### config.mk
export PLATFORM = sky130hd
export DESIGN_NAME = i2c_slave_rx_fsm
export DESIGN_NICKNAME = d
export VERILOG_FILES = /design/src/rtl/i2c_slave_rx_fsm.sv
export SDC_FILE = /design/constraint.sdc
export NUM_CORES = 1
export LEC_CHECK = 0
export BUFFER_PORTS_ARGS = -buffer_cell sky130_fd_sc_hd__buf_2
export CAP_MARGIN = 20
export CORE_AREA = 5 5 73 75
export DETAILED_ROUTE_END_ITERATION = 8
export DIE_AREA = 0 0 78 80
export GPL_TIMING_DRIVEN = 1
export SLEW_MARGIN = 20
export SYNTH_ARGS = -nofsm -noshare
export SYNTH_HDL_FRONTEND = slang
export SYNTH_SLANG_ARGS = --single-unit
### constraint.sdc
create_clock -name clk -period 3.7 [get_ports clk]
set_clock_uncertainty 0.05 [all_clocks]
set_input_delay 0.37 -clock clk [delete_from_list [all_inputs] [get_ports clk]]
set_output_delay 0.37 -clock clk [all_outputs]
set_load 0.02 [all_outputs]
### src/rtl/i2c_slave_rx_fsm.sv
// I2C slave receive engine: synchronises SCL/SDA/START, matches the address byte,
// ACKs and delivers write-data bytes on a strobe port, and flags read requests.
module i2c_slave_rx_fsm #(
    parameter logic [6:0]  DEV_ADDR    = 7'h50,
    parameter int unsigned SYNC_STAGES = 2
) (
    input  logic       clk,
    input  logic       reset_n,
    input  logic       scl_in,
    input  logic       sda_in,
    input  logic       start_detected,
    input  logic       rx_ready,
    output logic       sda_oe,
    output logic [7:0] rx_data,
    output logic       rx_valid,
    output logic       rx_first,
    output logic       addr_match,
    output logic       rd_req,
    output logic       busy,
    output logic       stop_seen
);

    typedef enum logic [2:0] {
        IDLE,
        ADDR,
        ADDR_ACK,
        DATA,
        DATA_ACK,
        IGNORE
    } state_t;

    logic [SYNC_STAGES-1:0] scl_sync, sda_sync, start_sync;
    logic                   scl_d, sda_d, start_d;
    logic                   scl_s, sda_s, start_s;
    logic                   scl_rise, scl_fall, start_evt, stop_evt;

    state_t     state, state_nx;
    logic [2:0] bit_cnt, bit_cnt_nx;
    logic [7:0] shift, shift_nx, shifted;
    logic       byte_done, byte_done_nx;
    logic       ack_phase, ack_phase_nx;
    logic       rw_bit, rw_bit_nx;
    logic       first_flag, first_flag_nx;
    logic       sda_oe_q, sda_oe_nx;
    logic       addr_match_q, addr_match_nx;
    logic [7:0] rx_data_q, rx_data_nx;
    logic       rx_valid_q, rx_valid_nx;
    logic       rx_first_q, rx_first_nx;
    logic       rd_req_q, rd_req_nx;
    logic       stop_seen_q, stop_seen_nx;

    // Idle bus levels on reset so leaving reset never fakes an edge
    always_ff @(posedge clk) begin
        if (!reset_n) begin
            scl_sync   <= '1;
            sda_sync   <= '1;
            start_sync <= '0;
            scl_d      <= 1'b1;
            sda_d      <= 1'b1;
            start_d    <= 1'b0;
        end else begin
            scl_sync   <= {scl_sync[SYNC_STAGES-2:0], scl_in};
            sda_sync   <= {sda_sync[SYNC_STAGES-2:0], sda_in};
            start_sync <= {start_sync[SYNC_STAGES-2:0], start_detected};
            scl_d      <= scl_s;
            sda_d      <= sda_s;
            start_d    <= start_s;
        end
    end

    assign scl_s     = scl_sync[SYNC_STAGES-1];
    assign sda_s     = sda_sync[SYNC_STAGES-1];
    assign start_s   = start_sync[SYNC_STAGES-1];
    assign scl_rise  = scl_s & ~scl_d;
    assign scl_fall  = ~scl_s & scl_d;
    assign start_evt = start_s & ~start_d;
    assign stop_evt  = sda_s & ~sda_d & scl_s;
    assign shifted   = {shift[6:0], sda_s};

    always_ff @(posedge clk) begin
        if (!reset_n) begin
            state        <= IDLE;
            bit_cnt      <= 3'd0;
            shift        <= 8'h00;
            byte_done    <= 1'b0;
            ack_phase    <= 1'b0;
            rw_bit       <= 1'b0;
            first_flag   <= 1'b0;
            sda_oe_q     <= 1'b0;
            addr_match_q <= 1'b0;
            rx_data_q    <= 8'h00;
            rx_valid_q   <= 1'b0;
            rx_first_q   <= 1'b0;
            rd_req_q     <= 1'b0;
            stop_seen_q  <= 1'b0;
        end else begin
            state        <= state_nx;
            bit_cnt      <= bit_cnt_nx;
            shift        <= shift_nx;
            byte_done    <= byte_done_nx;
            ack_phase    <= ack_phase_nx;
            rw_bit       <= rw_bit_nx;
            first_flag   <= first_flag_nx;
            sda_oe_q     <= sda_oe_nx;
            addr_match_q <= addr_match_nx;
            rx_data_q    <= rx_data_nx;
            rx_valid_q   <= rx_valid_nx;
            rx_first_q   <= rx_first_nx;
            rd_req_q     <= rd_req_nx;
            stop_seen_q  <= stop_seen_nx;
        end
    end

    // Repeated START outranks STOP; stop_seen still pulses when both coincide
    always_comb begin
        state_nx      = state;
        bit_cnt_nx    = bit_cnt;
        shift_nx      = shift;
        byte_done_nx  = byte_done;
        ack_phase_nx  = ack_phase;
        rw_bit_nx     = rw_bit;
        first_flag_nx = first_flag;
        sda_oe_nx     = sda_oe_q;
        addr_match_nx = addr_match_q;
        rx_data_nx    = rx_data_q;
        rx_valid_nx   = 1'b0;
        rx_first_nx   = 1'b0;
        rd_req_nx     = 1'b0;
        stop_seen_nx  = 1'b0;

        if (state != IDLE && stop_evt) begin
            stop_seen_nx = 1'b1;
        end

        if (start_evt) begin
            state_nx      = ADDR;
            bit_cnt_nx    = 3'd0;
            byte_done_nx  = 1'b0;
            ack_phase_nx  = 1'b0;
            first_flag_nx = 1'b0;
            sda_oe_nx     = 1'b0;
            addr_match_nx = 1'b0;
        end else if (state != IDLE && stop_evt) begin
            state_nx      = IDLE;
            bit_cnt_nx    = 3'd0;
            byte_done_nx  = 1'b0;
            ack_phase_nx  = 1'b0;
            first_flag_nx = 1'b0;
            sda_oe_nx     = 1'b0;
            addr_match_nx = 1'b0;
        end else begin
            case (state)
                IDLE: state_nx = IDLE;
                ADDR: begin
                    if (scl_rise) begin
                        shift_nx   = shifted;
                        bit_cnt_nx = bit_cnt + 3'd1;
                        if (bit_cnt == 3'd7) begin
                            if (shifted[7:1] == DEV_ADDR) begin
                                state_nx     = ADDR_ACK;
                                rw_bit_nx    = shifted[0];
                                ack_phase_nx = 1'b0;
                            end else begin
                                state_nx = IGNORE;
                            end
                        end
                    end
                end
                ADDR_ACK: begin
                    if (scl_fall) begin
                        if (!ack_phase) begin
                            sda_oe_nx     = 1'b1;
                            addr_match_nx = 1'b1;
                            ack_phase_nx  = 1'b1;
                        end else begin
                            sda_oe_nx    = 1'b0;
                            ack_phase_nx = 1'b0;
                            if (rw_bit) begin
                                rd_req_nx = 1'b1;
                                state_nx  = IGNORE;
                            end else begin
                                first_flag_nx = 1'b1;
                                bit_cnt_nx    = 3'd0;
                                state_nx      = DATA;
                            end
                        end
                    end
                end
                DATA: begin
                    if (byte_done) begin
                        if (scl_fall) begin
                            byte_done_nx = 1'b0;
                            if (rx_ready) begin
                                rx_valid_nx   = 1'b1;
                                rx_first_nx   = first_flag;
                                first_flag_nx = 1'b0;
                                sda_oe_nx     = 1'b1;
                                state_nx      = DATA_ACK;
                            end else begin
                                state_nx = IGNORE;
                            end
                        end
                    end else if (scl_rise) begin
                        shift_nx   = shifted;
                        bit_cnt_nx = bit_cnt + 3'd1;
                        if (bit_cnt == 3'd7) begin
                            byte_done_nx = 1'b1;
                            rx_data_nx   = shifted;
                        end
                    end
                end
                DATA_ACK: begin
                    if (scl_fall) begin
                        sda_oe_nx = 1'b0;
                        state_nx  = DATA;
                    end
                end
                IGNORE:  sda_oe_nx = 1'b0;
                default: state_nx = IDLE;
            endcase
        end
    end

    always_comb begin
        sda_oe     = sda_oe_q;
        rx_data    = rx_data_q;
        rx_valid   = rx_valid_q;
        rx_first   = rx_first_q;
        addr_match = addr_match_q;
        rd_req     = rd_req_q;
        stop_seen  = stop_seen_q;
        busy       = (state != IDLE);
    end

endmodule
==> out/metrics.cfg, run 1 <==
[outcome]
status = completed

[critical_path]
path_class = reg -> reg
crit_required_ns = 3.82
cp.arrival_ns = 2.36
r2r-end = rx_data[7]
r2r_start = state[0]
worst_r2r_path_depth = 5
cp-start-kind = flip-flop
crit_fanout = 16
cp-end-kind = flip-flop
reg2reg_slack_ns = 1.47

[floorplanning]
die_h_um = 80
io_pins = 21
dieWidth_um = 78
num_rows = 25
core_area_sq_mm = 0.004598
die_area_sq_mm = 0.006240
initial_core_util_pct = 37.69

[route]
wl_mm = 3.373
wl_per_cell_um = 12.92
final_antenna_net_count = 0
via_per_inst = 5.199
vias = 1357
drc = 0
drt_pass1_iterations = 4
drtIter0Drc = 59

[power_and_ir_drop]
clockPowerShare_pct = 44.0
pwr-share-comb_pct = 4.7
switching_share_pct = 22.22
p_per_area_mw_per_mm2 = 439.1
internal-power_w = 0.0006723
power.switching_w = 0.0001920
peakVddDrop_v = 0.0001898
p_seq_share_pct = 51.4
p_leak_nw = 0.8382

[placement]
placed_cells = 253
port_buffers = 20
place_ws_ns = 1.439
gp_congestion = 0.8486
hpwl_mm = 2.377

[timing]
fin_tns_setup_ns = 0
period_share_pct = 60.34
rsz0062_at_grt = no
slew_headroom_pct = 48.54
fin_crit_ns = 2.232
hold_viol = 0
worst_pin_slew_ns = 0.7702
slew_violations = 0
fmax_ghz = 0.4479
hold_ws_ns = 0.1935
worst_slack_ns = 1.468
setup_viol = 0

[yosys]
synth.largest_area_cell = dfxtp_1
syn_area_sq_mm = 0.001733
synthArstFlopShare_pct = 0
avgSynthCellArea_sq_um = 9.169
synth_edf_count = 0
yosysTopAreaCellShare_pct = 46.21
synth_fp_nets = 198
yosysWarnings = 0
synthTopCellsByArea = dfxtp_1 46%, mux2i_1 11%, nor2_1 5.0%
ys.flop_type = dfxtp_1
yosysSeqAreaShare_pct = 46.21
syn_inst = 189
ys_types = 36
ys_seq_elements = 40

[finish]
fin_cells = 261
layout_commonest_cell = dfxtp_1
syn_to_final_growth_pct = 13.57
nFillCells = 466
antenna-diode-count = 0
post-route-util_pct = 42.80
drive_gt1_share_pct = 17.39
final_nets = 215
most-common-layout-cells = 40 x dfxtp_1, 23 x nor2_1, 20 x buf_2

[worst_hold_path]
min-delay-start = scl_in
worstHoldEndpoint = scl_sync[0]
min_path_type = in -> reg
min_path_cells = 2

[global_route]
overflow = 0
grt_pass1_vias = 1216
antenna_found_initial = 0
grtUsageTotal_pct = 11.32
grt_pass1_wl_mm = 5.637
grt_max_degree = 19

[clocking]
holdBufCountCts = 0
cts_buffers = 5
cts.clk_slew.worst_paths_ns = 0.09
root_buffer = clkbuf_8
cts_setup_buffers = 0
htreeDepth = 2
cts_tree = built
ctsResizeCount = 0
clkSinkCount = 40
clk_latency_ns = 0.30
clk_path_buf_depth = 2

[flow_run]
cap_violations = 0

[power groups by stage]
stage / logic [W] / clock network, W / registers, W
floorplan: 0.0000372 / 0 / 0.000448
global placement: 0.0000407 / 0 / 0.000454
detailed placement: 0.0000403 / 0 / 0.000454
CTS: 0.0000406 / 0.000390 / 0.000444
global route: 0.0000451 / 0.000406 / 0.000445
finish: 0.0000404 / 0.000380 / 0.000444
[critical path: stages (launching register included)]
cell     delay [ns]
dfxtp_1        0.70
inv_2          0.09
or3_4          0.44
or4_4          0.60
mux2i_1        0.18
nor2_1         0.06
[cells in the mapped netlist, drive strengths merged, types with 4 or more instances]
| master | count |
|---|---|
| inv | 6 |
| dfxtp | 40 |
| nor2 | 23 |
| mux2i | 19 |
| nor2b | 5 |
| nand3 | 6 |
| and2 | 4 |
| o21ai | 10 |
| a21oi | 11 |
| nand2b | 11 |
| nand2 | 7 |
| clkbuf | 7 |
[state kept, by name, summed over array words and instances (netlist names), 2 cells and up]
name	cells
state	3
bit_cnt	3
scl_sync	2
sda_sync	2
rx_data	8
start_sync	2
shift	7
[worst max path at each step]
stage / slack (ns) / from / to / cells past startpoint
floorplan: 1.86 / state[0] / rx_data[4] / 7
global placement: 1.38 / reset_n / rx_first / 5
detailed placement: 1.44 / reset_n / rx_first / 5
CTS: 1.48 / scl_sync[1] / shift[5] / 5
global route: 1.28 / scl_sync[1] / shift[3] / 5
finish: 1.47 / state[0] / rx_data[7] / 5
[metrics by stage]
| stage | power, W | instance area (sq um) |
|---|---|---|
| after CTS | 0.0008743 | 1968 |
| after floorplan | 0.0004855 | 1733 |
| after global placement | 0.0004944 | 1847 |
| after detailed placement | 0.0004941 | 1847 |
| final | 0.0008643 | 1968 |
| after global routing | 0.0008963 | 1968 |
[final cells by class]
type,count,area [sq um],area share [%]
repair buffers,20,100.1,5.086
clock buffers,6,82.58,4.196
well taps,54,67.56,3.433
inverters,7,26.28,1.335
flip-flops and latches,40,800.8,40.69
multi-input cells,132,852.1,43.29
clock inverters,2,38.79,1.971
[cells by family after synthesis]
logic type	Yosys count	synth area share [%]
AO/OA/AOI/OAI	33	11.12
adder cells (fa/ha/maj)	3	2.166
buffers and inverters	17	4.621
flip-flops	40	46.21
multiplexers	19	10.97
AND/OR/NAND/NOR	77	24.91
[per-layer routing]
| layer | wire length, um | part of all wire [%] | up-vias | track usage (%) |
|---|---|---|---|---|
| met5 | 0 | 0 | - | 0 |
| met4 | 57 | 1.7 | 0 | 4.392 |
| met3 | 189 | 5.6 | 6 | 3.612 |
| met2 | 1470 | 44 | 28 | 17.11 |
| met1 | 1656 | 49 | 630 | 14.92 |
| li1 | - | - | 693 | - |
No activity file was read; power rests on OpenSTA's default activity.
==> run 2: changes to the inputs <==
- clock period: 3.7 -> 2.3 ns (I/O delays scaled with it)
==> out/metrics.cfg, run 2 (same netlist as run 1, synthesis figures left out) <==
[critical_path]
crit_required_ns = 2.44  ; -1.38 ns
cp-end-kind = flip-flop
r2r_start = state[0]
worst_r2r_path_depth = 5  ; unchanged
reg2reg_slack_ns = 0.17  ; -1.30 ns
crit_fanout = 9  ; -7
r2r-end = shift[4]
crit_end = shift[4]
cp-start-kind = flip-flop
cp.arrival_ns = 2.27  ; -0.09 ns
path_class = reg -> reg
crit_start = state[0]

[finish]
syn_to_final_growth_pct = 15.88
antenna-diode-count = 0  ; unchanged
layout_commonest_cell = dfxtp_1
largest_reg_flops = 8  ; unchanged
final_nets = 221  ; +2.8%
drive_gt1_share_pct = 19.72  ; +2.3 points
most-common-layout-cells = 40 x dfxtp_1, 23 x nor2_1, 20 x buf_2

[power_and_ir_drop]
p_leak_nw = 0.8659  ; +3.3%
p_per_area_mw_per_mm2 = 681.0  ; +55%
p_total_w = 0.001368  ; +58%
peakVddDrop_v = 0.0003055  ; +61%

[global_route]
antenna_found_initial = 0  ; unchanged
grt_pass1_wl_mm = 5.740  ; +1.8%
overflow = 0  ; unchanged
grtUsageMet2_pct = 18.20  ; +1.1 points
grtUsageMet1_pct = 14.40  ; -0.52 points
grtUsageTotal_pct = 11.61  ; +0.29 points
grt.busiest_layer = met2
grt_pass1_vias = 1217  ; +0.082%
grt_max_degree = 18  ; -1
use_met3_pct = 3.612  ; unchanged

[clocking]
cts.clk_slew.worst_paths_ns = 0.08  ; about the same
root_buffer = clkbuf_8
htreeDepth = 2  ; unchanged
cts_setup_buffers = 0  ; unchanged
clkSinkCount = 40  ; unchanged
holdBufCountCts = 0  ; unchanged
cts_buffers = 5  ; unchanged
clk_latency_ns = 0.30  ; about the same
clk_path_buf_depth = 2  ; unchanged
ctsResizeCount = 0  ; unchanged
cts_tree = built

[route]
wl_mm = 3.450  ; +2.3%
via_per_inst = 5.172  ; -0.52%
drc = 0  ; unchanged
drt_pass1_iterations = 4  ; unchanged
vias = 1381  ; +1.8%
final_antenna_net_count = 0  ; unchanged
wl_per_cell_um = 12.92  ; about the same
drtIter0Drc = 97  ; +64%

[timing]
rsz0062_at_grt = no
worst_pin_slew_ns = 0.7668  ; -0.003471 ns
slew_violations = 0  ; unchanged
fin_tns_setup_ns = 0  ; unchanged
hold_viol = 0  ; unchanged
fmax_ghz = 0.4700  ; +4.9%
period_share_pct = 92.50  ; +32 points
slew_headroom_pct = 48.78  ; +0.23 points
fin_crit_ns = 2.128  ; -0.1049 ns
setup_viol = 0  ; unchanged

[flow_run]
cap_violations = 0  ; unchanged

[worst_hold_path]
min_path_cells = 2  ; unchanged
min_path_type = in -> reg

[placement]
gp_congestion = 0.9343  ; +10%
port_buffers = 20  ; unchanged
hpwl_mm = 2.495  ; +4.9%

[floorplanning]
die_h_um = 80  ; unchanged
core_area_sq_mm = 0.004598  ; unchanged
num_rows = 25  ; unchanged
initial_core_util_pct = 37.69  ; unchanged
die_area_sq_mm = 0.006240  ; unchanged
io_pins = 21  ; unchanged
dieWidth_um = 78  ; unchanged

[outcome]
status = completed

[run 2: per-layer routing]
metal / vias to the layer above / wire, um
li1: 701 / -
met1: 641 / 1631
met2: 33 / 1536
met3: 6 / 212
met4: 0 / 69
met5: - / 0
[run 2: layout make-up]
class	instances	area [sq um]
fillers	498	2590
multi-input cells	132	852.1
flip-flops and latches	40	800.8
repair buffers	26	145.1
clock buffers	5	68.82
well taps	54	67.56
clock inverters	3	47.55
inverters	7	26.28
[run 2: worst min-delay path by stage]
stage / from / endpoint / slack [ns]
floorplan: reset_n / sda_d / 0.25
global placement: scl_sync[0] / scl_sync[1] / 0.34
detailed placement: sda_sync[0] / sda_sync[1] / 0.34
CTS: sda_in / sda_sync[0] / 0.05
global route: scl_in / scl_sync[0] / 0.06
finish: scl_in / scl_sync[0] / 0.06
[run 2: where the power goes]
part	switching [W]	total [W]	internal, W
Clock	0.000255	0.000582	0.000327
Sequential	0.00000890	0.000710	0.000701
Combinational	0.0000453	0.0000760	0.0000307
[run 2: critical path, stage by stage (launching register included)]
cell and delay (ns):
dfxtp_1 0.50, buf_4 0.23, and4b_1 0.28, nor2b_1 0.65, mux2i_1 0.26, nor2_1 0.05
[run 2: metrics by stage]
stage               instances  cell area (sq um)  hold slack [ns]  setup slack, ns  utilization, %
floorplan                 189               1733           0.2532           0.4587               -
global placement          259               1892           0.3380           0.1996           41.14
detailed placement        259               1892           0.3418           0.1477           41.14
CTS                       267               2008          0.05009           0.1494           43.67
global route              267               2008          0.05688          0.03393           43.67
finish                    267               2008          0.05595           0.1725           43.67
==> run 3: changes to the inputs <==
- clock period: 2.3 -> 2.4 ns (I/O delays scaled with it)
==> out/metrics.cfg, run 3 (same netlist as run 1, synthesis figures left out) <==
[critical_path]
cp-end-kind = flip-flop
crit_required_ns = 2.53  ; +0.09 ns
cp.arrival_ns = 2.24  ; -0.03 ns
cp-start-kind = flip-flop
crit_fanout = 13  ; +4
path_class = reg -> reg

[clocking]
root_buffer = clkbuf_8
cts_tree = built
cts_setup_buffers = 0  ; unchanged
holdBufCountCts = 0  ; unchanged
ctsResizeCount = 0  ; unchanged
cts.clk_slew.worst_paths_ns = 0.08  ; about the same
clk_path_buf_depth = 2  ; unchanged
clkSinkCount = 40  ; unchanged
clk_latency_ns = 0.29  ; about the same
htreeDepth = 2  ; unchanged
cts_buffers = 5  ; unchanged

[route]
wl_per_cell_um = 12.82  ; -0.76%
vias = 1357  ; -1.7%
drt_pass1_iterations = 4  ; unchanged
wl_mm = 3.411  ; -1.1%
drc = 0  ; unchanged
drtIter0Drc = 58  ; -40%
final_antenna_net_count = 0  ; unchanged
via_per_inst = 5.102  ; -1.4%

[global_route]
grt_pass1_wl_mm = 5.782  ; +0.73%
grtUsageTotal_pct = 11.71  ; +0.10 points
grt_pass1_vias = 1299  ; +6.7%
antenna_found_initial = 0  ; unchanged
overflow = 0  ; unchanged
grt_max_degree = 18  ; unchanged

[finish]
most-common-layout-cells = 40 x dfxtp_1, 23 x nor2_1, 20 x buf_2
antenna-diode-count = 0  ; unchanged
final_area_sq_mm = 0.002006  ; -0.12%
syn_to_final_growth_pct = 15.74
drive_gt1_share_pct = 19.34  ; -0.38 points
layout_commonest_cell = dfxtp_1
post-route-util_pct = 43.62  ; -0.054 points
final_nets = 220  ; -0.45%
largest_reg_flops = 8  ; unchanged

[floorplanning]
io_pins = 21  ; unchanged
dieWidth_um = 78  ; unchanged
core_area_sq_mm = 0.004598  ; unchanged
die_area_sq_mm = 0.006240  ; unchanged
die_h_um = 80  ; unchanged
initial_core_util_pct = 37.69  ; unchanged
num_rows = 25  ; unchanged

[placement]
hpwl_mm = 2.422  ; -2.9%
port_buffers = 20  ; unchanged
gp_congestion = 0.8781  ; -6.0%
place_area_sq_mm = 0.001884  ; -0.40%

[timing]
hold_ws_ns = 0.07696  ; +0.02101 ns
slew_headroom_pct = 68.75  ; +20 points
slew_violations = 0  ; unchanged
fin_tns_setup_ns = 0  ; unchanged
rsz0062_at_grt = no
fmax_ghz = 0.4754  ; +1.1%
setup_viol = 0  ; unchanged
fin_crit_ns = 2.103  ; -0.02411 ns
hold_viol = 0  ; unchanged
period_share_pct = 87.64  ; -4.9 points
worst_pin_slew_ns = 0.4648  ; -0.3020 ns

[flow_run]
cap_violations = 0  ; unchanged

[power_and_ir_drop]
p_leak_nw = 0.8643  ; -0.19%
p_per_area_mw_per_mm2 = 661.8  ; -2.8%
peakVddDrop_v = 0.0004330  ; +42%

[worst_hold_path]
min_path_type = in -> reg

[outcome]
status = completed

==> run 3: cell count changes in the layout (fill, tap and decap cells not counted) <==
cell      previous run  this run
buf_4                6         5
clkinv_4             2         1
clkbuf_8             5         6
==> run 3: per-layer routing <==
metal / share of wire, % / track usage, % / up-vias
li1: - / - / 702
met1: 48 / 14.35 / 609
met2: 43 / 17.36 / 37
met3: 6.6 / 4.063 / 9
met4: 2.9 / 7.432 / 0
met5: 0 / 0 / -
==> run 3: area by class of cell <==
| type | count | area [sq um] |
|---|---|---|
| timing repair buffer | 25 | 137.6 |
| clock buffer | 6 | 82.58 |
| multi-input combinational | 132 | 852.1 |
| tap | 54 | 67.56 |
| clock inverter | 2 | 38.79 |
| inverter | 7 | 26.28 |
| sequential | 40 | 800.8 |
| fill | 454 | 2592 |
==> run 3: worst paths after layout <==
| kind | slack (ns) | to | cells after the start | start |
|---|---|---|---|---|
| min | 0.08 | sda_sync[0] | 2 | sda_in |
| max reg2reg | 0.30 | rx_data[4] | 5 | state[1] |
| max | 0.30 | rx_data[4] | 5 | state[1] |
| min reg2reg | 0.36 | sda_sync[1] | 1 | sda_sync[0] |
==> run 3: worst max-delay path, stage by stage (launching register included) <==
cell,delay [ns]
dfxtp_1,0.61
inv_2,0.11
or3_4,0.38
or4_4,0.60
mux2i_1,0.18
nor2_1,0.06
==> run 3: where the power goes <==
part | switching [W] | internal (W) | leakage [nW]
sequential | 0.00000763 | 0.000672 | 0.324
clock | 0.000236 | 0.000340 | 0.0614
combinational | 0.0000441 | 0.0000279 | 0.479
total | 0.000288 | 0.00104 | 0.864
==> run 3: through the flow <==
step	instances	setup slack, ns	total power [W]
after global routing	266	0.1808	0.001382
after global placement	258	0.3708	0.0007675
after detailed placement	258	0.3209	0.0007669
after CTS	266	0.3050	0.001345
after floorplan	189	0.5587	0.0007485
final	266	0.2966	0.001327
